<file path="src/rtl/nn_pkg.sv">
// Shared definitions for the fully-connected layer datapath: serializer state,
// counter sizing helper and the default neuron word width.
package nn_pkg;

  localparam int NN_DATA_WIDTH = 16;

  typedef enum logic {
    IDLE  = 1'b0,
    SHIFT = 1'b1
  } ser_state_t;

  function automatic int cnt_width(input int n);
    return $clog2(n + 1);
  endfunction

endpackage

</file>
<file path="src/rtl/layer_output_serializer.sv">
// Captures all neuron outputs of a layer at once and streams them, neuron 0
// first, one word per cycle onto the next layer's shared input bus.
module layer_output_serializer
  import nn_pkg::*;
#(
  parameter int NUM_NEURONS = 30,
  parameter int DATA_WIDTH  = NN_DATA_WIDTH
) (
  input  logic                              clk,
  input  logic                              rst,
  input  logic [NUM_NEURONS*DATA_WIDTH-1:0] in_data,
  input  logic [NUM_NEURONS-1:0]            in_valid,
  output logic [DATA_WIDTH-1:0]             out_data,
  output logic                              out_valid,
  output logic                              busy,
  output logic                              done,
  output logic                              overrun,
  output logic                              mismatch
);

  localparam int              CW        = cnt_width(NUM_NEURONS);
  localparam int              BUF_WORDS = (NUM_NEURONS > 1) ? NUM_NEURONS - 1 : 1;
  localparam int              BW        = BUF_WORDS * DATA_WIDTH;
  localparam logic [CW-1:0]   LAST      = CW'(NUM_NEURONS - 1);

  ser_state_t             state_q, state_d;
  logic [CW-1:0]          count_q, count_d;
  logic [BW-1:0]          buf_q, buf_d;
  logic [DATA_WIDTH-1:0]  head_q, head_d;
  logic [DATA_WIDTH-1:0]  out_data_q, out_data_d;
  logic                   out_valid_q, out_valid_d;
  logic                   done_q, done_d;
  logic                   overrun_q, overrun_d;
  logic                   mismatch_q, mismatch_d;

  logic                   cap;
  logic [DATA_WIDTH-1:0]  cap_w0;
  logic [BW-1:0]          cap_buf;

  assign cap     = &in_valid;
  assign cap_w0  = in_data[DATA_WIDTH-1:0];
  assign cap_buf = BW'(in_data >> DATA_WIDTH);

  always_comb begin
    state_d     = state_q;
    count_d     = count_q;
    buf_d       = buf_q;
    head_d      = head_q;
    out_data_d  = out_data_q;
    out_valid_d = 1'b0;
    done_d      = 1'b0;
    overrun_d   = overrun_q;
    mismatch_d  = mismatch_q | ((|in_valid) & ~cap);

    case (state_q)
      IDLE: begin
        if (cap) begin
          out_data_d  = cap_w0;
          out_valid_d = 1'b1;
          buf_d       = cap_buf;
          if (NUM_NEURONS == 1) begin
            done_d = 1'b1;
          end else begin
            state_d = SHIFT;
            count_d = CW'(1);
          end
        end
      end
      SHIFT: begin
        out_valid_d = 1'b1;
        // count 0 in SHIFT marks a back-to-back frame whose word 0 waits in head_q
        if (count_q == '0) begin
          out_data_d = head_q;
          count_d    = CW'(1);
          if (cap) overrun_d = 1'b1;
        end else begin
          out_data_d = buf_q[DATA_WIDTH-1:0];
          buf_d      = buf_q >> DATA_WIDTH;
          count_d    = count_q + CW'(1);
          if (count_q == LAST) begin
            done_d = 1'b1;
            if (cap) begin
              head_d  = cap_w0;
              buf_d   = cap_buf;
              count_d = '0;
            end else begin
              state_d = IDLE;
              count_d = '0;
            end
          end else if (cap) begin
            overrun_d = 1'b1;
          end
        end
      end
      default: state_d = IDLE;
    endcase
  end

  always_ff @(posedge clk) begin
    if (rst) begin
      state_q     <= IDLE;
      count_q     <= '0;
      out_data_q  <= '0;
      out_valid_q <= 1'b0;
      done_q      <= 1'b0;
      overrun_q   <= 1'b0;
      mismatch_q  <= 1'b0;
    end else begin
      state_q     <= state_d;
      count_q     <= count_d;
      out_data_q  <= out_data_d;
      out_valid_q <= out_valid_d;
      done_q      <= done_d;
      overrun_q   <= overrun_d;
      mismatch_q  <= mismatch_d;
    end
  end

  // Frame storage carries no control meaning, so it is left out of reset.
  always_ff @(posedge clk) begin
    buf_q  <= buf_d;
    head_q <= head_d;
  end

  assign out_data  = out_data_q;
  assign out_valid = out_valid_q;
  assign busy      = (state_q == SHIFT) | out_valid_q;
  assign done      = done_q;
  assign overrun   = overrun_q;
  assign mismatch  = mismatch_q;

endmodule

</file>
<file path="config.mk">
export PLATFORM = sky130hd
export DESIGN_NAME = layer_output_serializer
export DESIGN_NICKNAME = d
export VERILOG_FILES = /design/src/rtl/nn_pkg.sv /design/src/rtl/layer_output_serializer.sv
export SDC_FILE = /design/constraint.sdc
export NUM_CORES = 1
export LEC_CHECK = 0
export CORE_ASPECT_RATIO = 1.2
export CORE_MARGIN = 2
export CORE_UTILIZATION = 35
export CTS_CLUSTER_SIZE = 28
export DETAILED_ROUTE_END_ITERATION = 6
export GPL_TIMING_DRIVEN = 0
export PLACE_DENSITY = 0.6
export SETUP_SLACK_MARGIN = 0.15
export SYNTH_ARGS = -nofsm -noshare
export SYNTH_HDL_FRONTEND = slang
export SYNTH_SLANG_ARGS = --single-unit
</file>
<file path="constraint.sdc">
create_clock -name clk -period 66.6 [get_ports clk]
set_clock_uncertainty 0.1 [all_clocks]
set_input_delay 16.65 -clock clk [delete_from_list [all_inputs] [get_ports clk]]
set_output_delay 16.65 -clock clk [all_outputs]
set_load 0.02 [all_outputs]
</file>
==> flow_metrics.py, run 1 <==
metrics = {
    "status": {
        "run_status": "finished clean",
    },
    "cells_and_area": {
        "fillers": 5540,
        "fin_nets": 2294,
        "area_delta_synth_final_pct": 36.7,
        "drive_gt1_frac": 0.305,
    },
    "grt": {
        "grt_usage": 0.188,
        "first_global_vias": 13560,
        "maximum_number_of_pins_on_one_net_before_global_route_repair": 31,
        "initial_antenna_violation_count": 50,
        "grt_pass1_wl_um": 92400,
        "globalRouteOverflowTotal": 0,
    },
    "yosys": {
        "synth_top_cell_area_share": 0.624,
        "synth.largest_area_cell": "sky130_fd_sc_hd__edfxtp_1",
        "synth.yosys.seq_area_share": 0.646,
        "netlist_top_cells_area": "sky130_fd_sc_hd__edfxtp_1 (62%), sky130_fd_sc_hd__mux2_4 (26%), sky130_fd_sc_hd__buf_6 (2.4%)",
        "syn_nets": 1689,
        "syn_area_um2": 23100,
        "synth_top_cells_by_count": "sky130_fd_sc_hd__edfxtp_1 (480), sky130_fd_sc_hd__mux2_4 (404), sky130_fd_sc_hd__buf_6 (49)",
        "synth_area_per_cell_um2": 19.7,
        "synthesis.yosys.warnings": 0,
        "cell_with_the_most_instances_after_synthesis": "sky130_fd_sc_hd__edfxtp_1",
        "yosys_register_bits": 506,
        "synth_edf_count": 480,
        "post_synth_num_cell_types": 37,
        "ys_async_sr_fraction": 0,
        "synth_cells": 1174,
        "primary_ff_master_synth": "sky130_fd_sc_hd__edfxtp_1",
    },
    "sta": {
        "tns_ns": 0,
        "min_period_over_period": 0.295,
        "min_period_ns": 19.62,
        "timing_max_transition_violations_final": 0,
        "fin_ws_ns": 46.98,
        "maxSlewHeadroom": 0.455,
        "grt_setup_unrepaired": "false",
        "max_freq_ghz": 0.0510,
        "final_setup_violating_endpoints": 0,
        "tightestPinTransition_ns": 0.818,
        "timing.final.hold_violations": 0,
    },
    "placed_design": {
        "dp_hpwl_um": 51700,
        "place.gp.congestion": 0.844,
        "place_ws_ns": 46.33,
        "io_buffers": 532,
    },
    "critical_path": {
        "worst-endpoint-required_ns": 66.79,
        "worst-path-max-fanout": 30,
        "worst_ep_arrival_time_ns": 19.81,
        "crit_path_end_kind": "register",
        "path_class": "in2reg",
        "worst-r2r-cell-count": 12,
        "reg2reg_setup_slack_ns": 63.17,
        "regToRegStartpoint": "count_q[0]",
        "worstSetupStartpointType": "input pin",
        "worst_r2r_endpoint": "buf_q[276]",
    },
    "clock_tree": {
        "cts_setup_buffers": 0,
        "clock_sinks": 506,
        "insertion_delay_ns": 0.61,
        "cts.clk_slew.worst_paths_ns": 0.06,
        "post_cts_resized": 0,
        "cts_inserted_buffers": 53,
        "clockRootBuffer": "sky130_fd_sc_hd__clkbuf_16",
        "cts_tree": "yes",
        "hold_buffers": 0,
        "clock_tree.buffer_depth": 3,
        "ctsHtreeMaxLevel": 2,
    },
    "die": {
        "io_pins": 533,
        "core_region_um2": 65600,
        "placement_rows": 103,
        "initial_utilization": 0.352,
        "die_height_um": 286,
        "die_width_um": 239,
        "die_area_um2": 68100,
    },
    "pwr": {
        "ir_worst_vdd_uv": 20.6,
        "p_leak_nw": 11.2,
        "power_per_cell_area_nw_per_um2": 21.9,
    },
    "detailed_routing": {
        "dr.first_iter.drc_count": 630,
        "drt_wl_total_um": 65000,
        "drt_pass1_iterations": 4,
        "final_antenna_net_count": 0,
        "wl_per_cell_um": 24.3,
        "post_detailed_route_drc_marker_count": 0,
        "vias_per_cell": 4.77,
        "dr_total_vias": 12748,
    },
    "flow_run": {
        "drv_cap": 0,
    },
    "hold_path": {
        "hold_path_depth": 2,
        "worst_hold_path.endpoint": "out_data[5]",
        "hp-start": "out_data[5]",
        "min-delay-path-class": "reg2reg",
    },
}
[how the worst max path moves through the flow]
stage | startpoint | endpoint | slack (ns) | cells past startpoint
final | in_valid[25] | buf_q[292] | 46.98 | 11
after CTS | in_valid[0] | buf_q[277] | 46.97 | 11
after global placement | in_valid[1] | buf_q[292] | -1.70 | 5
after detailed placement | in_valid[0] | buf_q[276] | 46.33 | 11
after global routing | in_valid[0] | buf_q[276] | 46.73 | 11
after floorplan | in_valid[1] | buf_q[0] | 15.10 | 4
[sequential cells by signal (all words and copies together), names as in the netlist]
signal and cells:
buf_q 464, state_q 1, out_valid 1, count_q 5, overrun 1, out_data 16, done 1, mismatch 1
head_q 16
[through the flow]
step / instances / hold WS, ns / power, W / instance area, um2 / utilization
floorplan: 1174 / 0.375 / 0.000374 / 23100 / -
global placement: 2546 / 0.341 / 0.000407 / 29500 / 0.450
detailed placement: 2564 / 0.345 / 0.000408 / 29900 / 0.456
CTS: 2661 / 0.352 / 0.000702 / 31600 / 0.481
global route: 2664 / 0.368 / 0.000715 / 31600 / 0.481
finish: 2673 / 0.352 / 0.000692 / 31600 / 0.482
[metal layers]
metal / share of wire / wire, um / up-vias / GRT usage
met1: 0.34 / 22100 / 6298 / 0.186
li1: - / - / 5833 / -
met4: 0.021 / 1350 / 72 / 0.0480
met2: 0.52 / 33900 / 403 / 0.343
met5: 0.0070 / 452 / - / 0
met3: 0.11 / 7140 / 142 / 0.0961
[cells by family (layout without fill, tap and decap cells)]
| group | count (synthesis) | count (layout) | synth area share |
|---|---|---|---|
| adders and majority gates | 3 | 3 | 0.00162 |
| xor gates and xnor gates | 2 | 2 | 0.000758 |
| and+or+nand+nor | 87 | 87 | 0.0199 |
| muxes | 464 | 464 | 0.291 |
| other | 0 | 12 | 0 |
| DFF | 506 | 506 | 0.646 |
| AOI/OAI and AO/OA | 45 | 45 | 0.0135 |
| buffers and inverters | 67 | 714 | 0.0272 |
[power breakdown]
part / switching (W) / total [W] / internal (W)
clock network: 0.000128 / 0.000291 / 0.000163
logic: 0.0000105 / 0.0000531 / 0.0000426
registers: 0.0000000192 / 0.000348 / 0.000348
total: 0.000138 / 0.000692 / 0.000554
[area by class of cell]
type	instances	area (um2)	area share
Antenna cell	12	30.0	0.000950
Buffer	62	609	0.0193
Clock buffer	69	1430	0.0452
Clock inverter	28	246	0.00780
Inverter	5	18.8	0.000594
Multi-Input combinational cell	601	7560	0.239
Sequential cell	506	14900	0.473
Tap cell	840	1050	0.0333
Timing Repair Buffer	550	5720	0.181
[placed cells by master, fill, tap and decap left out, types with 2 or more instances in the layout]
| cell | synthesis | routed |
|---|---|---|
| sky130_fd_sc_hd__clkdlybuf4s50_1 | 0 | 532 |
| sky130_fd_sc_hd__buf_16 | 0 | 4 |
| sky130_fd_sc_hd__bufinv_16 | 0 | 3 |
| sky130_fd_sc_hd__clkbuf_1 | 10 | 24 |
| sky130_fd_sc_hd__clkinv_1 | 0 | 13 |
| sky130_fd_sc_hd__clkinv_2 | 0 | 6 |
| sky130_fd_sc_hd__inv_1 | 5 | 5 |
| sky130_fd_sc_hd__nand4_1 | 9 | 9 |
| sky130_fd_sc_hd__nand2_1 | 19 | 19 |
| sky130_fd_sc_hd__buf_12 | 0 | 14 |
| sky130_fd_sc_hd__mux2i_1 | 16 | 16 |
| sky130_fd_sc_hd__xor2_1 | 2 | 2 |
| sky130_fd_sc_hd__diode_2 | 0 | 12 |
| sky130_fd_sc_hd__inv_4 | 0 | 2 |
| sky130_fd_sc_hd__a211o_1 | 16 | 16 |
| sky130_fd_sc_hd__buf_4 | 2 | 2 |
| sky130_fd_sc_hd__clkbuf_16 | 0 | 55 |
| sky130_fd_sc_hd__buf_6 | 49 | 49 |
| sky130_fd_sc_hd__and4_1 | 2 | 2 |
| sky130_fd_sc_hd__mux2_1 | 40 | 40 |
| sky130_fd_sc_hd__ha_1 | 3 | 3 |
| sky130_fd_sc_hd__nor4_1 | 6 | 6 |
| sky130_fd_sc_hd__nor2b_1 | 16 | 16 |
| sky130_fd_sc_hd__a21oi_1 | 20 | 20 |
| sky130_fd_sc_hd__nand3_1 | 2 | 2 |
| sky130_fd_sc_hd__mux2_4 | 404 | 404 |
| sky130_fd_sc_hd__nor2_1 | 21 | 21 |
| sky130_fd_sc_hd__nor4_2 | 2 | 2 |
| sky130_fd_sc_hd__o2bb2ai_1 | 3 | 3 |
| sky130_fd_sc_hd__dfxtp_1 | 26 | 26 |
| sky130_fd_sc_hd__edfxtp_1 | 480 | 480 |
| sky130_fd_sc_hd__nor3_1 | 3 | 3 |
| sky130_fd_sc_hd__mux2_2 | 4 | 4 |
[worst max-delay path, cell delays in order]
cell and delay, ns:
sky130_fd_sc_hd__clkdlybuf4s50_1 0.50, sky130_fd_sc_hd__nand4_1 0.10, sky130_fd_sc_hd__nor4_2 0.42, sky130_fd_sc_hd__nand2_1 0.20, sky130_fd_sc_hd__o21ai_4 0.52, sky130_fd_sc_hd__buf_12 0.27, sky130_fd_sc_hd__buf_12 0.21, sky130_fd_sc_hd__buf_12 0.22
sky130_fd_sc_hd__buf_12 0.23, sky130_fd_sc_hd__buf_12 0.22, sky130_fd_sc_hd__buf_16 0.19
Note: power is estimated with default switching activity, not from simulation.
==> inputs of run 2 (changes only) <==
==> constraint.sdc (replaced) <==
create_clock -name clk -period 19.33 [get_ports clk]
set_clock_uncertainty 0.1 [all_clocks]
set_input_delay 4.8325 -clock clk [delete_from_list [all_inputs] [get_ports clk]]
set_output_delay 4.8325 -clock clk [all_outputs]
set_load 0.02 [all_outputs]
==> run 2 against run 1 <==
Sequential power rose to 3.4 times the previous value. Via count up 0.92%. Worst hold slack better by 0.00082 ns. Global-route usage up 0.15 points. Utilization up 0.43 points. Combinational power rose to 3.4 times the previous value. Clock power rose to 3.7 times the previous value. Wire length up 0.75%. Critical path type unchanged. Largest power group unchanged.
==> flow_metrics.py, run 2 (same netlist as run 1, synthesis figures left out) <==
metrics = {
    "status": {
        "run_status": "finished clean",
    },
    "clock_tree": {
        "ctsHtreeMaxLevel": 2,
        "cts_inserted_buffers": 56,
        "cts_tree": "yes",
        "cts_setup_buffers": 0,
        "clock_sinks": 506,
        "insertion_delay_ns": 0.62,
        "clock_tree.buffer_depth": 3,
        "hold_buffers": 0,
        "cts.clk_slew.worst_paths_ns": 0.06,
        "post_cts_resized": 0,
        "clockRootBuffer": "sky130_fd_sc_hd__clkbuf_16",
    },
    "pwr": {
        "power.share.combinational": 0.074,
        "power.share.switching": 0.197,
        "ir_worst_vdd_uv": 61.6,
        "switchingPower_w": 0.000489,
        "sequential_power_share": 0.484,
        "power_per_cell_area_nw_per_um2": 77.7,
        "internal_power_w": 0.00199,
        "power_frac_clock": 0.442,
        "p_leak_nw": 11.3,
    },
    "placed_design": {
        "place.gp.congestion": 0.826,
        "placedCellCount": 2566,
        "dp_hpwl_um": 52000,
        "io_buffers": 532,
    },
    "die": {
        "io_pins": 533,
        "die_height_um": 286,
        "die_width_um": 239,
        "initial_utilization": 0.352,
        "die_area_um2": 68100,
        "core_region_um2": 65600,
        "placement_rows": 103,
    },
    "detailed_routing": {
        "dr.first_iter.drc_count": 550,
        "dr_total_vias": 12865,
        "drt_wl_total_um": 65500,
        "final_antenna_net_count": 0,
        "post_detailed_route_drc_marker_count": 0,
        "drt_pass1_iterations": 4,
        "vias_per_cell": 4.79,
        "wl_per_cell_um": 24.4,
    },
    "sta": {
        "max_freq_ghz": 0.128,
        "tightestPinTransition_ns": 0.873,
        "timing_max_transition_violations_final": 0,
        "final_setup_violating_endpoints": 0,
        "min_period_over_period": 0.405,
        "timing.final.hold_violations": 0,
        "maxSlewHeadroom": 0.418,
        "grt_setup_unrepaired": "false",
        "tns_ns": 0,
        "min_period_ns": 7.83,
    },
    "critical_path": {
        "worstSetupStartpointType": "input pin",
        "cpMostUsedCell": "sky130_fd_sc_hd__buf_16",
        "worst-endpoint-required_ns": 19.52,
        "worst-path-max-fanout": 27,
        "cpPeakStageDelay_ns": 0.56,
        "worst_ep_arrival_time_ns": 8.02,
        "path_class": "in2reg",
        "crit_path_end_kind": "register",
        "crit_path_cell_trace": "clkdlybuf4s50_1 -> nand4_1 -> nor4_2 -> nand2_1 -> o21ai_4 -> buf_16 -> buf_12 -> buf_16 -> buf_16 -> buf_16 -> buf_16 -> buf_12",
        "timing.critical_path.slowest_stage_cell": "sky130_fd_sc_hd__o21ai_4",
    },
    "cells_and_area": {
        "final_cell_mix": "sky130_fd_sc_hd__clkdlybuf4s50_1 (532), sky130_fd_sc_hd__edfxtp_1 (480), sky130_fd_sc_hd__mux2_4 (404)",
        "top_register": "buf_q",
        "post_layout_nonfiller_instances": 2685,
        "layout.cells.most_common": "sky130_fd_sc_hd__clkdlybuf4s50_1",
        "final_core_util": 0.486,
        "drive_gt1_frac": 0.312,
        "fin_nets": 2299,
        "largest_register_ffs": 464,
        "area_delta_synth_final_pct": 37.9,
    },
    "grt": {
        "initial_antenna_violation_count": 46,
        "maximum_number_of_pins_on_one_net_before_global_route_repair": 34,
        "grt_pass1_wl_um": 93800,
        "globalRouteOverflowTotal": 0,
        "first_global_vias": 14137,
        "grt_usage": 0.189,
    },
    "flow_run": {
        "drv_cap": 0,
    },
    "hold_path": {
        "min-delay-path-class": "reg2reg",
    },
}
## run 2: cell types whose count changed in the layout (fill, tap and decap cells not counted), sizes merged
cell,change
clkinv,+6
bufinv,+4
buf,+2
inv,-2
clkbuf,+1
diode,+1
## run 2: per-stage QoR
stage	power, W	instance area [um2]	worst slack [ns]	hold WS [ns]
floorplan	0.00129	23100	1.16	0.375
global placement	0.00140	29500	-5.39	0.341
detailed placement	0.00141	30000	10.82	0.348
CTS	0.00251	31800	11.46	0.356
global route	0.00255	31900	11.26	0.376
finish	0.00248	31900	11.50	0.353
## run 2: final timing paths
check / start / end / slack (ns) / depth (start not counted)
worst max-delay path: in_valid[1] / buf_q[293] / 11.50 / 12
worst min-delay path: out_data[12] / out_data[12] / 0.35 / 2
worst max register to register: count_q[0] / buf_q[293] / 15.84 / 13
worst min register to register: out_data[12] / out_data[12] / 0.35 / 2
## run 2: power groups by stage
stage          clock (W)  sequential (W)  combinational (W)
3_3_place_gp           0         0.00122           0.000181
4_1_cts          0.00113         0.00120           0.000185
3_5_place_dp           0         0.00122           0.000183
2_1_floorplan          0         0.00122          0.0000658
5_1_grt          0.00116         0.00120           0.000194
6_report         0.00109         0.00120           0.000183
## run 2: cell type report
class | count | area [um2]
Tap cell | 840 | 1050
Inverter | 5 | 18.8
Antenna cell | 13 | 32.5
Fill cell | 5550 | 33700
Clock inverter | 36 | 384
Timing Repair Buffer | 552 | 5790
Multi-Input combinational cell | 601 | 7560
Buffer | 62 | 609
Clock buffer | 70 | 1500
Sequential cell | 506 | 14900
## run 2: worst max-delay path: cells and delay by family
| kind | cells | cell delay [ns] |
|---|---|---|
| AO/OA/AOI/OAI | 1 | 0.56 |
| buffers and inverters | 8 | 1.87 |
| AND/OR/NAND/NOR | 3 | 0.70 |
## run 2: per-layer routing
metal  track usage  vias to the layer above  share of wire
li1              -                     5844              -
met1         0.192                     6382           0.35
met2         0.347                      426           0.52
met3        0.0862                      145           0.10
met4        0.0502                       68          0.024
met5             0                        -         0.0065
